===== src/rtl/ppf_mac_sched.sv =====
// ppf_mac_sched: time-multiplexed tap scheduler for a direct-form polyphase filter.
//
// Accepts one sample per s_axis handshake into a TAPS-deep delay line. It then steps an
// external registered mult_add (p_out = p_in + a_in*b_in, one cycle) through every tap and
// presents the formatted dot product on m_axis.
//
// Ports:
//   clk_i, rstn_i                    clock, asynchronous active-low reset
//   s_axis_tdata/tvalid/tready       sample input (signed DWIDTH)
//   m_axis_tdata/tvalid/tready       filtered output (OWIDTH)
//   cfg_we_i, cfg_addr_i, cfg_data_i coefficient write port, honoured only when idle
//   cfg_busy_o                       high while coefficient writes are ignored
//   mac_a_o, mac_b_o, mac_p_o        drive mult_add a_in, b_in, p_in
//   mac_p_i                          mult_add p_out
//
// Build option: define PPF_SCHED_ROUND_EN to round half-up and saturate the output.
// Without it, the output is an arithmetic right shift truncated (wrapping) to OWIDTH.
module ppf_mac_sched #(
  parameter int unsigned DWIDTH    = 16,
  parameter int unsigned CWIDTH    = 16,
  parameter int unsigned TAPS      = 8,
  parameter int unsigned ACC_WIDTH = 36,
  parameter int unsigned SHIFT     = 16,
  parameter int unsigned OWIDTH    = 16
) (
  input  logic                       clk_i,
  input  logic                       rstn_i,
  input  logic [DWIDTH-1:0]          s_axis_tdata,
  input  logic                       s_axis_tvalid,
  output logic                       s_axis_tready,
  output logic [OWIDTH-1:0]          m_axis_tdata,
  output logic                       m_axis_tvalid,
  input  logic                       m_axis_tready,
  input  logic                       cfg_we_i,
  input  logic [$clog2(TAPS)-1:0]    cfg_addr_i,
  input  logic [CWIDTH-1:0]          cfg_data_i,
  output logic                       cfg_busy_o,
  output logic [DWIDTH-1:0]          mac_a_o,
  output logic [CWIDTH-1:0]          mac_b_o,
  output logic [ACC_WIDTH-1:0]       mac_p_o,
  input  logic [ACC_WIDTH-1:0]       mac_p_i
);

  localparam int unsigned KW = $clog2(TAPS);
  localparam logic [KW-1:0] K_LAST = KW'(TAPS - 1);

  localparam logic [1:0] ST_IDLE  = 2'd0;
  localparam logic [1:0] ST_MAC   = 2'd1;
  localparam logic [1:0] ST_DRAIN = 2'd2;
  localparam logic [1:0] ST_OUT   = 2'd3;

  logic [1:0]        state_q, state_d;
  logic [KW-1:0]     k_q;
  logic [DWIDTH-1:0] dly_q  [TAPS];
  logic [CWIDTH-1:0] coef_q [TAPS];
  logic [OWIDTH-1:0] out_q;
  logic              out_vld_q;
  logic              idle;
  logic              s_hs;
  logic [OWIDTH-1:0] out_fmt;

  assign idle = (state_q == ST_IDLE);
  assign s_hs = idle && s_axis_tvalid;

  // ---------------------------------------------------------------------------
  // Control FSM
  // ---------------------------------------------------------------------------
  always_comb begin
    state_d = state_q;
    case (state_q)
      ST_IDLE:  if (s_axis_tvalid) state_d = ST_MAC;
      ST_MAC:   if (k_q == K_LAST) state_d = ST_DRAIN;
      ST_DRAIN: state_d = ST_OUT;
      ST_OUT:   if (m_axis_tready) state_d = ST_IDLE;
      default:  state_d = ST_IDLE;
    endcase
  end

  always_ff @(posedge clk_i or negedge rstn_i) begin
    if (!rstn_i) begin
      state_q <= ST_IDLE;
      k_q     <= '0;
    end else begin
      state_q <= state_d;
      if ((state_q == ST_MAC) && (k_q != K_LAST)) k_q <= k_q + 1'b1;
      else                                         k_q <= '0;
    end
  end

  // ---------------------------------------------------------------------------
  // Delay line and coefficient bank
  // ---------------------------------------------------------------------------
  always_ff @(posedge clk_i or negedge rstn_i) begin
    if (!rstn_i) begin
      for (int i = 0; i < int'(TAPS); i++) dly_q[i] <= '0;
    end else if (s_hs) begin
      dly_q[0] <= s_axis_tdata;
      for (int i = 1; i < int'(TAPS); i++) dly_q[i] <= dly_q[i-1];
    end
  end

  // A write coinciding with a sample accept lands at that edge, ahead of the first MAC cycle.
  always_ff @(posedge clk_i or negedge rstn_i) begin
    if (!rstn_i) begin
      for (int i = 0; i < int'(TAPS); i++) coef_q[i] <= '0;
    end else if (idle && cfg_we_i && (32'(cfg_addr_i) < TAPS)) begin
      coef_q[cfg_addr_i] <= cfg_data_i;
    end
  end

  // ---------------------------------------------------------------------------
  // MAC operand steering; zeros outside MAC so the shared multiplier sees no stray data
  // ---------------------------------------------------------------------------
  always_comb begin
    mac_a_o = '0;
    mac_b_o = '0;
    mac_p_o = '0;
    if (state_q == ST_MAC) begin
      mac_a_o = dly_q[k_q];
      mac_b_o = coef_q[k_q];
      mac_p_o = (k_q == '0) ? '0 : mac_p_i;
    end
  end

  // ---------------------------------------------------------------------------
  // Output formatting, evaluated on the completed sum during DRAIN
  // ---------------------------------------------------------------------------
  logic signed [ACC_WIDTH:0] sum_ext;
  logic signed [ACC_WIDTH:0] sum_sh;

  assign sum_ext = {mac_p_i[ACC_WIDTH-1], mac_p_i};

`ifdef PPF_SCHED_ROUND_EN
  localparam logic [ACC_WIDTH:0] ONE = {{ACC_WIDTH{1'b0}}, 1'b1};
  localparam int unsigned RND_POS = (SHIFT > 0) ? SHIFT - 1 : 0;
  localparam logic signed [ACC_WIDTH:0] RND_ADD = (SHIFT > 0) ? (ONE << RND_POS) : '0;
  localparam logic signed [ACC_WIDTH:0] O_MAX = (ONE << (OWIDTH - 1)) - ONE;
  localparam logic signed [ACC_WIDTH:0] O_MIN = ~O_MAX;

  logic signed [ACC_WIDTH:0] sum_rnd;

  // One extra bit of headroom means the rounding add cannot overflow.
  assign sum_rnd = sum_ext + RND_ADD;
  assign sum_sh  = sum_rnd >>> SHIFT;

  always_comb begin
    if (sum_sh > O_MAX)      out_fmt = O_MAX[OWIDTH-1:0];
    else if (sum_sh < O_MIN) out_fmt = O_MIN[OWIDTH-1:0];
    else                     out_fmt = sum_sh[OWIDTH-1:0];
  end
`else
  logic unused_sh;

  assign sum_sh    = sum_ext >>> SHIFT;
  assign out_fmt   = sum_sh[OWIDTH-1:0];
  // High bits are intentionally discarded: overflow wraps.
  assign unused_sh = ^sum_sh[ACC_WIDTH:OWIDTH];
`endif

  always_ff @(posedge clk_i or negedge rstn_i) begin
    if (!rstn_i) begin
      out_q     <= '0;
      out_vld_q <= 1'b0;
    end else if (state_q == ST_DRAIN) begin
      out_q     <= out_fmt;
      out_vld_q <= 1'b1;
    end else if (out_vld_q && m_axis_tready) begin
      out_vld_q <= 1'b0;
    end
  end

  assign s_axis_tready = idle;
  assign cfg_busy_o    = !idle;
  assign m_axis_tdata  = out_q;
  assign m_axis_tvalid = out_vld_q;

endmodule


===== config.mk =====
export PLATFORM = sky130hd
export DESIGN_NAME = ppf_mac_sched
export DESIGN_NICKNAME = d
export VERILOG_FILES = /design/src/rtl/ppf_mac_sched.sv
export SDC_FILE = /design/constraint.sdc
export NUM_CORES = 1
export LEC_CHECK = 0
export ABC_AREA = 1
export BUFFER_PORTS_ARGS = -buffer_cell sky130_fd_sc_hd__buf_4
export CAP_MARGIN = 10
export CORE_MARGIN = 3
export CORE_UTILIZATION = 60
export DETAILED_ROUTE_END_ITERATION = 10
export GPL_ROUTABILITY_DRIVEN = 0
export PLACE_DENSITY = 0.92
export SYNTH_ARGS = -nofsm -noshare
export SYNTH_HDL_FRONTEND = slang
export SYNTH_SLANG_ARGS = --single-unit
export TNS_END_PERCENT = 20

===== constraint.sdc =====
create_clock -name clk_i -period 5.3 [get_ports clk_i]
set_clock_uncertainty 0.1 [all_clocks]
set_input_delay 0.795 -clock clk_i [delete_from_list [all_inputs] [get_ports clk_i]]
set_output_delay 0.795 -clock clk_i [all_outputs]
set_load 0.02 [all_outputs]

== After elaboration in Yosys (flattened, before gate mapping) ==
Index checks and enable logic that the tools add are counted.

* Register bits after elaboration: 278
* Input bits: 76
* Output and inout port bits: 87

* Add/subtract/negate cells: 1
* Order comparisons: 3
* Eq/ne operators: 8
* Mux-type cells: 20
* Bitwise operators: 2
* Reductions and logical operators: 10

{| class="wikitable"
|+ Operators by type and width
! cell !! count
|-
| bitwise mux 128 bit || 1
|-
| two-way mux 16 bit || 7
|-
| binary-select mux 16 bit (select 3 bit) || 2
|-
| two-way mux 36 bit || 2
|-
| demux 16 bit (select 3 bit) || 1
|-
| greater-or-equal comparator 4 bit, second input constant || 2
|-
| NOT 3 -> 4 bit || 2
|-
| case mux 2 bit (4 select lines) || 1
|-
| two-way mux 2 bit || 3
|-
| != test 2 bit, second input constant || 3
|-
| logical AND 1 bit || 5
|-
| == test 2 bit, second input constant || 2
|-
| < comparator 4 x 1 -> 1 bit, second input constant || 1
|-
| adder 3 x 1 -> 3 bit, second input constant || 1
|-
| == test 3 bit, second input constant || 1
|-
| zero test 3 bit || 1
|-
| two-way mux 3 bit || 1
|-
| != test 3 bit, second input constant || 1
|-
| AND reduction 3 bit || 1
|-
| == test 2 x 1 -> 1 bit, second input constant || 1
|-
| zero test 2 bit || 1
|-
| two-way mux 1 bit || 2
|-
| nonzero test 2 bit || 1
|-
| zero test 1 bit || 1
|}

== Depth between registers and ports, before layout ==
* Word-level depth: 6
* Gate-level depth with buffers: 8
* Mapped depth without buffers: 7

== Least setup slack after synthesis ==
Ideal clock, no wire load.

* Path kind: register -> output
* Start point: register k_q[0]
* End point: output port mac_p_o[0]
* Data arrival time: 1,682 ps
* Required time: 4,405 ps
* Path slack: 2,723 ps
* Stages on the path, launching flop included: 9
* Buffers on the path: 3
* Cells stage by stage: dfrtp_1 -> inv_2 -> buf_2 -> buf_2 -> ha_1 -> inv_1 -> o21ai_1 -> buf_2 -> nor2_1

* Longest elaborated chain between the ends: 3

{| class="wikitable"
|+ RTL lines
! element !! RTL line !! RTL
|-
| start: declaration || 53 || <nowiki>logic [KW-1:0] k_q;</nowiki>
|-
| start signal: assignment || 85 || <nowiki>if ((state_q == ST_MAC) && (k_q != K_LAST)) k_q <= k_q + 1'b1;</nowiki>
|-
| zero test 3 bit || 121 || <nowiki>mac_p_o = (k_q == '0) ? '0 : mac_p_i;</nowiki>
|-
| two-way mux 36 bit || 121 ||
|-
| two-way mux 36 bit || 118 || <nowiki>if (state_q == ST_MAC) begin</nowiki>
|-
| end: declaration || 40 || <nowiki>output logic [ACC_WIDTH-1:0] mac_p_o,</nowiki>
|}

Every way passes these cells.

== Final worst setup path ==
* Start point: register k_q[0]
* End point: output port mac_a_o[2]

* Longest elaborated chain between the ends: 5

{| class="wikitable"
|+ RTL lines
! element !! RTL line !! RTL
|-
| NOT 3 -> 4 bit (implied by the code) || 119 || <nowiki>mac_a_o = dly_q[k_q];</nowiki>
|-
| binary-select mux 16 bit (select 3 bit) || 119 ||
|-
| two-way mux 16 bit (implied by the code) (2 in series) || 119 ||
|-
| two-way mux 16 bit || 118 ||
|-
| end: declaration || 38 || <nowiki>output logic [DWIDTH-1:0] mac_a_o,</nowiki>
|}

Every way passes these cells. The select of a mux whose other input is x is not followed.

==> impl_metrics.json <==
{
  "status": "finished, final reports clean",
  "hold_class": "primary input to asynchronous set/reset pin",
  "overflow": 0,
  "drv_cap": 0,
  "tns_ps": 0,
  "regArea_mm2": 0.00696,
  "setup_violations": 0,
  "clk_latency_ps": 530,
  "fin_nets": 2049,
  "avgSynthCellArea_um2": 7.27,
  "min_period_over_period": 0.792,
  "worst_setup_path_start_kind": "flop",
  "power_density_mw_per_mm2": 593,
  "die_x_um": 157,
  "ys_ff_latch": 278,
  "yosysSeqAreaShare": 0.510,
  "dp_slack_ps": 1650,
  "hold_viol": 0,
  "worst_slew_pin_slew_ps": 1230,
  "critical_path_required_ps": 4410,
  "grt_usage": 0.274,
  "synth_xor_area_frac": 0,
  "synthDistinctLibCells": 16,
  "clock_sinks": 278,
  "r2r_slack_ps": 2420,
  "port_buffers": 162,
  "n_antenna_cell": 0,
  "worst_r2r_path_depth": 7,
  "cts_resized": 0,
  "period_needed_ps": 4200,
  "max_freq_mhz": 238,
  "area_delta_synth_final_pct": 16.1,
  "instances_no_fill": 2264,
  "design_area_mm2": 0.0158,
  "syn_nets": 1957,
  "rsz0062_at_grt": "no",
  "cp_data_arrival_time_ps": 3300,
  "initial_core_util": 0.617,
  "wl_mm": 33.7,
  "place_area_mm2": 0.0148,
  "cp-startpoint": "k_q[0]$_DFF_PN0_",
  "grt_pass1_vias": 11900,
  "synthCells": 1874,
  "routed-via-count": 12200,
  "die_y_um": 157,
  "fin_total_pwr_mw": 9.38,
  "holdWs_ps": 195,
  "cts_setup_buffers": 0,
  "synth_area_mm2": 0.0136,
  "dr.pass1.iters": 6,
  "die_area_mm2": 0.0246,
  "ant_nets": 0,
  "cts-buffers-inserted": 29,
  "layout_common_cells": "nand2_1 (592), inv_1 (322), dfrtp_1 (275), o21ai_0 (258), buf_4 (168)",
  "path_max_fanout": 78,
  "hpwl_mm": 19.8,
  "route.detailed.drc": 0,
  "yosys.area_share.adder": 0.00643,
  "drt-vias-per-instance": 5.38,
  "htreeDepth": 1,
  "leakage_nw": 8.50,
  "ctsHoldBuffers": 0,
  "root_buffer": "clkbuf_16",
  "synth_compound_area_frac": 0.102,
  "reg2reg_to": "coef_q[94]$_DFFE_PN0P_",
  "drive_gt1_frac": 0.113,
  "final_common_cell": "nand2_1",
  "fillers": 1576,
  "multi_input_area_mm2": 0.00498,
  "r2r-start": "state_q[0]$_DFFE_PN0P_",
  "grt_max_degree": 133,
  "final_core_util": 0.716,
  "report.final.slew_viol_count": 0,
  "synth_top_family_by_area": "simple AND/OR/NAND/NOR gates",
  "antenna_found_initial": 0,
  "grt_pass1_wl_mm": 55.9,
  "slew_headroom": 0.181,
  "worst_slack_ps": 1100,
  "fp.coreArea_mm2": 0.0221,
  "clkTransAtPathRegs_ps": 60,
  "yosys.area_share.simple": 0.257,
  "synthMuxAreaShare": 0,
  "end_kind": "output pin",
  "io_pins": 163,
  "wl_per_cell_um": 14.9,
  "cts_tree": "yes",
  "drt-initial-drc-count": 1115,
  "place_inst": 2214,
  "clock_path_buffers": 3,
  "ir_drop_uv": 285,
  "synth_warnings": 0,
  "std_cell_rows": 54,
  "critical_path_class": "flop to output pin"
}
synth_stat cells:
library cell | count | area, um^2
clkbuf_1 | 47 | 176
dfrtp_1 | 278 | 6960
ha_1 | 7 | 87.6
buf_1 | 14 | 52.6
buf_2 | 48 | 240
nor2_2 | 2 | 12.5
nand2_1 | 593 | 2230
nand3_1 | 160 | 801
inv_1 | 323 | 1210
a21oi_1 | 16 | 80.1
o21ai_0 | 258 | 1290
inv_2 | 1 | 3.75
o21ai_1 | 1 | 5.00
o211ai_1 | 1 | 7.51
buf_4 | 2 | 15.0
nor2_1 | 123 | 462
critical path, cell delays in order, from the launching register on:
cell	delay [ps]
dfrtp_4	710
inv_4	520
buf_4	760
nand2_1	120
nand3_1	110
nand3_1	110
nand2_1	120
nor2_1	90
buf_4	170
state kept, by name, indices dropped and copies added, names as in the netlist:
signal,flops
k_q,3
state_q,2
dly_q,128
coef_q,128
m_axis_tdata,16
m_axis_tvalid,1
routing by layer:
layer | up-vias | routed length [um] | global-route usage
met1 | 5754 | 13300 | 0.355
met5 | - | 0 | 0
met4 | 0 | 832 | 0.0880
li1 | 5868 | - | -
met2 | 494 | 17200 | 0.477
met3 | 75 | 2330 | 0.0384
logic make-up after synthesis:
| logic type | count (synthesis) |
|---|---|
| adder cells (fa/ha/maj) | 7 |
| buffers and inverters | 435 |
| AND/OR/NAND/NOR | 878 |
| AO/OA/AOI/OAI | 276 |
| flip-flops | 278 |
how the worst max path moves through the flow:
stage               slack (ps)           to
finish                    1100   mac_a_o[2]
global route               930   mac_a_o[2]
CTS                       1080  mac_p_o[12]
detailed placement        1650  mac_p_o[12]
global placement          1750  mac_p_o[35]
floorplan                 2720   mac_p_o[0]
report_power, final:
part	internal (mW)	switching, mW	total [mW]	leakage, nW
registers	3.05	0.532	3.58	3.52
clock network	1.27	0.803	2.07	0.482
logic	1.31	2.42	3.74	4.50
cell type report:
type                            count  area share
Clock inverter                      6     0.00688
Clock buffer                       43      0.0549
Multi-Input combinational cell   1161       0.315
Timing Repair Buffer              172      0.0841
Tap cell                          280      0.0221
Inverter                          324      0.0770
Sequential cell                   278       0.440
No activity file was read; power rests on OpenSTA's default activity.
